--- config.mk ---
export PLATFORM = sky130hd
export DESIGN_NAME = cmul_sequencer
export DESIGN_NICKNAME = d
export VERILOG_FILES = /design/src/rtl/cmul_sequencer.sv
export SDC_FILE = /design/constraint.sdc
export NUM_CORES = 1
export LEC_CHECK = 0
export CORE_MARGIN = 2
export CORE_UTILIZATION = 50
export CTS_BUF_LIST = sky130_fd_sc_hd__clkbuf_4
export CTS_CLUSTER_SIZE = 14
export DETAILED_ROUTE_END_ITERATION = 7
export GPL_TIMING_DRIVEN = 0
export PLACE_DENSITY_LB_ADDON = 0.08
export SETUP_SLACK_MARGIN = 0.4
export SLEW_MARGIN = 20
export SYNTH_ARGS = -nofsm -noshare
export SYNTH_HDL_FRONTEND = slang
export SYNTH_SLANG_ARGS = --single-unit
--- constraint.sdc ---
create_clock -name clkin -period 5.95 [get_ports clkin]
set_input_delay 0.595 -clock clkin [delete_from_list [all_inputs] [get_ports clkin]]
set_output_delay 0.595 -clock clkin [all_outputs]
set_load 0.02 [all_outputs]
--- src/rtl/cmul_sequencer.sv ---
// Signed complex multiplier sequencer: drives one shared unsigned multiplier through the four
// partial products of (a_re + j*a_im) * (b_re + j*b_im) and accumulates re/im.
module cmul_sequencer #(
    parameter int unsigned WIDTH   = 8,
    parameter int unsigned TIMEOUT = 64
) (
    input  logic                 clkin,
    input  logic                 rstn_in,
    input  logic                 in_valid,
    output logic                 in_ready,
    input  logic [WIDTH-1:0]     a_re,
    input  logic [WIDTH-1:0]     a_im,
    input  logic [WIDTH-1:0]     b_re,
    input  logic [WIDTH-1:0]     b_im,
    output logic                 out_valid,
    input  logic                 out_ready,
    output logic [2*WIDTH:0]     out_re,
    output logic [2*WIDTH:0]     out_im,
    output logic                 err,
    output logic                 mul_start,
    output logic [WIDTH-1:0]     mul_a,
    output logic [WIDTH-1:0]     mul_b,
    input  logic                 mul_done,
    input  logic [2*WIDTH-1:0]   mul_product
);
    localparam int unsigned AW  = 2 * WIDTH + 1;
    localparam int unsigned WDW = $clog2(TIMEOUT);
    localparam logic [WDW-1:0] WD_LAST = WDW'(TIMEOUT - 1);

    typedef enum logic [1:0] {S_IDLE, S_ISSUE, S_WAIT, S_OUT} state_t;

    state_t           r_state;
    logic [1:0]       r_pass;
    logic [WDW-1:0]   r_wdog;
    logic [WIDTH-1:0] r_ar, r_ai, r_br, r_bi;
    logic [AW-1:0]    r_acc_re, r_acc_im;
    logic [AW-1:0]    r_out_re, r_out_im;
    logic [WIDTH-1:0] r_mul_a, r_mul_b;
    logic             r_mul_start, r_err;

    logic [2*WIDTH-1:0] w_cur, w_nxt;
    logic               w_neg;
    logic [AW-1:0]      w_pos, w_term;

    // Operand pair {x, y} for a pass: 0 ar*br, 1 ai*bi, 2 ar*bi, 3 ai*br.
    function automatic logic [2*WIDTH-1:0] f_pair(input logic [1:0] p,
            input logic [WIDTH-1:0] ar, input logic [WIDTH-1:0] ai,
            input logic [WIDTH-1:0] br, input logic [WIDTH-1:0] bi);
        logic [2*WIDTH-1:0] v;
        unique case (p)
            2'd0:    v = {ar, br};
            2'd1:    v = {ai, bi};
            2'd2:    v = {ar, bi};
            default: v = {ai, br};
        endcase
        return v;
    endfunction

    // Most negative value maps to 2^(WIDTH-1), which still fits unsigned.
    function automatic logic [WIDTH-1:0] f_mag(input logic [WIDTH-1:0] x);
        return x[WIDTH-1] ? ((~x) + WIDTH'(1)) : x;
    endfunction

    always_comb begin
        w_cur  = f_pair(r_pass, r_ar, r_ai, r_br, r_bi);
        w_nxt  = f_pair(r_pass + 2'd1, r_ar, r_ai, r_br, r_bi);
        // Pass 1 (ai*bi) subtracts from re, so fold that into the term sign.
        w_neg  = w_cur[2*WIDTH-1] ^ w_cur[WIDTH-1] ^ (r_pass == 2'd1);
        w_pos  = {1'b0, mul_product};
        w_term = w_neg ? ((~w_pos) + AW'(1)) : w_pos;
    end

    always_ff @(posedge clkin or negedge rstn_in) begin
        if (!rstn_in) begin
            r_state     <= S_IDLE;
            r_pass      <= '0;
            r_wdog      <= '0;
            r_ar        <= '0;
            r_ai        <= '0;
            r_br        <= '0;
            r_bi        <= '0;
            r_acc_re    <= '0;
            r_acc_im    <= '0;
            r_out_re    <= '0;
            r_out_im    <= '0;
            r_mul_a     <= '0;
            r_mul_b     <= '0;
            r_mul_start <= 1'b0;
            r_err       <= 1'b0;
        end else begin
            r_err <= 1'b0;
            unique case (r_state)
                S_IDLE: begin
                    if (in_valid) begin
                        r_ar        <= a_re;
                        r_ai        <= a_im;
                        r_br        <= b_re;
                        r_bi        <= b_im;
                        r_acc_re    <= '0;
                        r_acc_im    <= '0;
                        r_out_re    <= '0;
                        r_out_im    <= '0;
                        r_pass      <= '0;
                        r_mul_a     <= f_mag(a_re);
                        r_mul_b     <= f_mag(b_re);
                        r_mul_start <= 1'b1;
                        r_state     <= S_ISSUE;
                    end
                end
                S_ISSUE: begin
                    r_mul_start <= 1'b0;
                    r_wdog      <= '0;
                    r_state     <= S_WAIT;
                end
                S_WAIT: begin
                    if (mul_done) begin
                        if (!r_pass[1]) r_acc_re <= r_acc_re + w_term;
                        else            r_acc_im <= r_acc_im + w_term;
                        if (r_pass == 2'd3) begin
                            r_out_re <= r_acc_re;
                            r_out_im <= r_acc_im + w_term;
                            r_state  <= S_OUT;
                        end else begin
                            r_pass      <= r_pass + 2'd1;
                            r_mul_a     <= f_mag(w_nxt[2*WIDTH-1:WIDTH]);
                            r_mul_b     <= f_mag(w_nxt[WIDTH-1:0]);
                            r_mul_start <= 1'b1;
                            r_state     <= S_ISSUE;
                        end
                    end else if (r_wdog == WD_LAST) begin
                        r_err   <= 1'b1;
                        r_state <= S_IDLE;
                    end else begin
                        r_wdog <= r_wdog + 1'b1;
                    end
                end
                S_OUT: begin
                    if (out_ready) r_state <= S_IDLE;
                end
                default: r_state <= S_IDLE;
            endcase
        end
    end

    assign in_ready  = (r_state == S_IDLE);
    assign out_valid = (r_state == S_OUT);
    assign out_re    = r_out_re;
    assign out_im    = r_out_im;
    assign err       = r_err;
    assign mul_start = r_mul_start;
    assign mul_a     = r_mul_a;
    assign mul_b     = r_mul_b;
endmodule

==> summary.txt, run 1 <==
Outcome
  – Run status: completed

Clock tree
  – Inserted Clock Buffers: 17
  – Worst-Skew Late Latency: 550 ps
  – Clock buffer depth: 2
  – Worst-path clk slew: ~110 ps
  – CTS H-tree depth: 4
  – CTS tree: done
  – CTS root buf: clkbuf_4
  – CTS sink cnt: 128

Drt
  – Drc violations: 0
  – Iter 0 DRT Violations: 379
  – WL per Instance: approximately 17 um
  – DRT antenna net count: 0
  – Via count: 6750
  – DR pass1 iterations: 5
  – Post-Route WL: 20500 um
  – Vias per cell: 5.60

Place
  – HPWL after DPL: 15100 um
  – IO Port Bufs: 103
  – Placed inst area: roughly 9200 um2
  – GP Congestion: 0.915
  – Pre-CTS setup slack: 511 ps

Critical path
  – Crit Path Class: flip-flop to flip-flop
  – Slowest CP cell: dfrtp_1
  – R2R depth: 20
  – Worst Path Arrival: 5580 ps
  – Worst setup SP type: flip-flop
  – Cell family with most CP delay: compound AO/OA/AOI/OAI gates
  – CP peak stage delay: 540 ps
  – Worst r2r src: r_pass[0]
  – Reg-to-reg slack, setup: 810 ps
  – Critical Path End Type: flip-flop
  – CP cell instances: buf_2, clkbuf_2, inv_1, ha_1, o21ai_1, o21a_1, o21ai_1, xnor2_2, clkbuf_2, a21oi_1, xor2_1, ha_1, a21oi_1, o21ai_0, a31oi_1, a31oi_2, a21o_1, a21o_4, xnor2_1, a311o_1
  – Worst Path Max Fanout: 10
  – Worst R2R End: r_acc_im[16]
  – Crit path required time: around 6400 ps
  – Buf/Inv on CP: 4

Global route
  – Global-route wire length before repair: 33100 um
  – GRT Resource Usage Total: 25.7%
  – Largest net degree at the start of global routing: 71
  – GRT Residual Overflow: 0
  – Initial antenna violation count: 0
  – Vias in the first global route: 6432

Floorplanning
  – Die area: between 15000 and 20000 um2
  – Initial Util: 51.4%
  – Core area: 15300 um2
  – I/O pin cnt: 107
  – Die H: between 100 and 150 um
  – Standard-cell rows: 45
  – Die Width: between 100 and 150 um

Timing
  – Worst slew pin tran: about 1100 ps
  – Worst slew margin: around a quarter
  – Final Hold Viols: 0
  – Max Freq: approximately 190 MHz
  – Hold_ws: between 400 and 500 ps
  – # setup viols final: 0
  – Final worst slack: 814 ps
  – Clock Skew: 12.5 ps
  – Unrepaired setup endpoints after global routing: false
  – Final period util: 86.3%
  – Fin. max-slew vios: 0
  – Tmin final: 5140 ps

Flow run
  – Max-Cap Viols: 0

Layout
  – Antenna cells: 0
  – Final Cell Area: 9490 um2
  – Share of layout cells above drive strength 1: 8.74%
  – Layout Nets: roughly 1100
  – Area Overhead vs Synth: 21.0%

Synthesis
  – Post-synth EDFFs: 0
  – Top cell type's share of synthesized area: 40.8%
  – Asr flop ratio synth: 100%
  – Mean Syn Cell Area: a little over 9 um2
  – Synthesized netlist cell count: 858
  – Net Count, Synth: 959
  – Synth top cells by count: nand2_1, dfrtp_1, o21ai_0
  – Ys flop type: dfrtp_1
  – Synth Cell Area: ~7800 um2
  – Sequential fraction of the synthesis area: 40.8%
  – Synth top area cells: dfrtp_1, ha_1, nand2_1
  – Most common cell in the netlist: nand2_1
  – Cell variety after synth: 66
  – Yosys top cell by area: dfrtp_1
  – Yosys warning count: 0
  – Yosys reg bits: 128

Hold path
  – Hold Crit Depth: 2
  – Worst hold start: out_re[2]
  – Worst hold path endpoint: out_re[2]
  – Hold Path Class: flip-flop to flip-flop
[per-stage QoR]
stage / TNS [ps] / utilization, % / instances
global placement: -112330 / 59.9 / 1172
floorplan: 0 / - / 858
detailed placement: 0 / 60.1 / 1173
finish: 0 / 62.2 / 1206
global route: 0 / 62.2 / 1206
CTS: 0 / 62.2 / 1206
[cell usage in the layout, fill, tap and decap left out, drive strengths merged, types with 8 or more instances in the layout]
cell type	n
a21o	14
a21oi	40
a22oi	8
a31oi	13
buf	10
clkbuf	52
clkdlybuf4s50	102
clkinv	8
dfrtp	128
ha	46
inv	20
mux2	32
nand2	138
nand2b	15
nand3	27
nor2	49
nor2b	8
nor3	12
o21ai	98
o31ai	18
xnor2	33
xor2	31
[state kept, by name, indices dropped and copies added, names as in the netlist, 6 cells and up]
name and count:
r_br 8, r_bi 8, r_acc_im 17, r_wdog 6, r_acc_re 17, out_re 17, mul_a 8, mul_b 8
r_ai 8, out_im 17, r_ar 8
[how the worst max path moves through the flow]
stage	from	to	slack, ps	cells after the start
after floorplan	r_pass[0]	r_acc_im[16]	1520	19
after global placement	rstn_in	r_bi[2]	-890	1
after detailed placement	r_pass[0]	r_acc_im[16]	510	20
after CTS	r_pass[0]	r_acc_im[16]	480	20
after global routing	r_pass[0]	r_acc_im[16]	390	20
final	r_pass[0]	r_acc_im[16]	810	20
[worst register-to-register path, stage by stage, from the launching register on]
cell and delay [ps]:
dfrtp_1 540, buf_2 300, clkbuf_2 270, inv_1 120, ha_1 240, o21ai_1 160, o21a_1 130, o21ai_1 80
xnor2_2 380, clkbuf_2 320, a21oi_1 80, xor2_1 400, ha_1 380, a21oi_1 160, o21ai_0 120, a31oi_1 270
a31oi_2 150, a21o_1 230, a21o_4 230, xnor2_1 130, a311o_1 350
[cell families (layout without fill, tap and decap cells)]
family	after synthesis	after routing	share of synthesized area, %
and+or+nand+nor	294	294	17.4
muxes	38	38	5.36
xor gates and xnor gates	65	65	7.53
DFF	128	128	40.8
AOI/OAI and AO/OA	224	224	17.9
buffers and inverters	61	198	3.05
adders and majority gates	48	48	7.85
[timing repair]
action,4_1_cts,5_1_grt
hold buffers,1,0
resized for setup,0,4
setup endpoints to repair,0,10
buffers inserted,0,0
hold endpoints to repair,58,0
[layer usage]
layer | vias up | wire [um] | track usage, %
met3 | 38 | 1140 | 5.08
met5 | - | 0 | 0
met1 | 3211 | 9330 | 34.7
li1 | 3296 | - | -
met2 | 205 | 9550 | 41.5
met4 | 0 | 513 | 9.34
[cell type report]
class | instances | area [um2]
clock buffer | 18 | 135
buffer | 42 | 170
sequential | 128 | 3200
tap | 211 | 264
timing repair buffer | 105 | 1070
fill | 1346 | 5770
inverter | 19 | 71.3
multi-input combinational | 669 | 4400
clock inverter | 14 | 170
Power of run 1 is left out: the tool's default activity adds up to more than one toggle a clock period on the data nets, which glitch-free logic cannot reach.
==> run 2: changes to the inputs <==
- clock period: 5.95 -> 4.4 ns (I/O delays scaled with it)
==> run 2 against run 1 <==
  * Count of clock-buffer cells in the layout rose by 3
  * Sequential share of layout area fell by 2.3 points
  * Worst hold slack got worse by 160 ps
  * First-iteration DRC count rose by 40%
  * Via count rose by 3.2%
  * Largest cell class unchanged
==> summary.txt, run 2 (same netlist as run 1, synthesis figures left out) <==
Outcome
  – Run status: completed

Drt
  – DRT antenna net count: 0
  – WL per Instance: 17.4 um
  – DR pass1 iterations: 5
  – Drc violations: 0
  – Iter 0 DRT Violations: 531
  – Via count: roughly 7000
  – Vias per cell: approximately 5.6
  – Post-Route WL: 21500 um

Critical path
  – Worst setup SP type: flip-flop
  – Worst Path Arrival: roughly 4500 ps
  – Worst Path Max Fanout: 7
  – Crit path required time: roughly 5000 ps
  – Reg-to-reg slack, setup: about 400 ps
  – Crit Path Class: flip-flop to flip-flop
  – Critical Path End Type: flip-flop

Clock tree
  – CTS root buf: clkbuf_4
  – Worst-Skew Late Latency: ~560 ps
  – CTS sink cnt: 128
  – Clock buffer depth: 2
  – CTS tree: done
  – Inserted Clock Buffers: 17
  – CTS H-tree depth: 4
  – Worst-path clk slew: 110 ps

Layout
  – Final Util: 66.8%
  – Most common cell after layout, fill and taps aside: nand2_1
  – Most frequent cells in the layout: nand2_1, dfrtp_1, clkdlybuf4s50_1, o21ai_0, nor2_1
  – Share of layout cells above drive strength 1: roughly 17%
  – Area Overhead vs Synth: 30.0%
  – Layout Nets: 1113

Timing
  – Worst slew margin: 30.5%
  – Unrepaired setup endpoints after global routing: true
  – Final period util: 91.0%
  – Final Hold Viols: 0
  – Tmin final: 4000 ps
  – Fin. max-slew vios: 0
  – Max Freq: 250 MHz
  – Clock Skew: 15.4 ps
  – Worst slew pin tran: 1040 ps
  – # setup viols final: 0

Hold path
  – Hold Path Class: input port to async pin

Global route
  – Global-route met2 utilization: 44.1%
  – GRT Resource Usage Total: 26.6%
  – Busiest grt layer: met2
  – Initial antenna violation count: 1
  – Largest net degree at the start of global routing: 94
  – Vias in the first global route: 6844
  – GR met1 Demand/Resource: between 30 and 40%
  – Global-route wire length before repair: roughly 34000 um
  – GRT met3 Usage: 5.49%
  – GRT Residual Overflow: 0

Floorplanning
  – Die H: 129 um
  – Core area: roughly 15000 um2
  – I/O pin cnt: between 100 and 150
  – Die Width: 129 um
  – Die area: 16700 um2
  – Standard-cell rows: 45
  – Initial Util: just over 50%

Place
  – HPWL after DPL: 15300 um
  – GP Congestion: 0.878
  – IO Port Bufs: just over 100

Flow run
  – Max-Cap Viols: 0
==> run 2: repair_timing <==
action	CTS	global route
resized for setup	35	52
gates cloned	1	0
pin swaps	18	37
setup buffers	14	15
setup endpoints to repair	30	20
endpoints found under the hold margin	35	0
hold buffers	1	0
==> run 2: worst max-delay path: stages, from the launching register on <==
cell and delay [ps]:
dfrtp_2 440, buf_8 130, clkbuf_16 150, inv_8 60, ha_4 150, o21ai_4 60
o21a_1 210, o21ai_4 180, xnor2_4 160, buf_8 170, nor2_4 120, xor2_4 290
ha_4 190, nand3_4 80, a21boi_2 210, o21ai_2 120, a211oi_2 310, a221o_2 250
a21oi_4 60, or4b_1 520, nand3_1 100
==> run 2: per-layer routing <==
metal / wire [um] / part of all wire [%]
met1: 9420 / 44
met2: 10300 / 48
met3: 1120 / 5.2
met4: 684 / 3.2
met5: 0 / 0
==> run 2: through the flow <==
| step | setup WS [ps] | setup TNS, ps | area [um2] | cells | hold WS [ps] |
|---|---|---|---|---|---|
| after floorplan | 410 | 0 | 7900 | 858 | 144 |
| after global placement | -2780 | -292500 | 9190 | 1172 | 460 |
| after detailed placement | -265 | -627 | 9230 | 1173 | 325 |
| after CTS | 389 | 0 | 9810 | 1220 | 317 |
| after global routing | 263 | 0 | 10200 | 1236 | 339 |
| final | 396 | 0 | 10200 | 1236 | 331 |
==> run 2: layout make-up <==
type                    count  area, um2
repair buffers            135       1310
fillers                  1280       5060
clock inverters            10       95.1
plain buffers              42        213
multi-input cells         669       4870
well taps                 211        264
diodes                      1       2.50
inverters                  19       78.8
clock buffers              21        158
flip-flops and latches    128       3210
==> run 2: final timing paths <==
path	cells past startpoint	start	end
min in group clkin	3	mul_done	r_pass[1]
max in group asynchronous	3	rstn_in	r_pass[1]
worst max register to register	20	r_pass[0]	r_acc_re[13]
worst min register to register	2	out_im[3]	out_im[3]
worst max-delay path	20	r_pass[0]	r_acc_re[13]
worst min-delay path	2	rstn_in	out_im[2]
Power of run 2 is left out for the same reason.
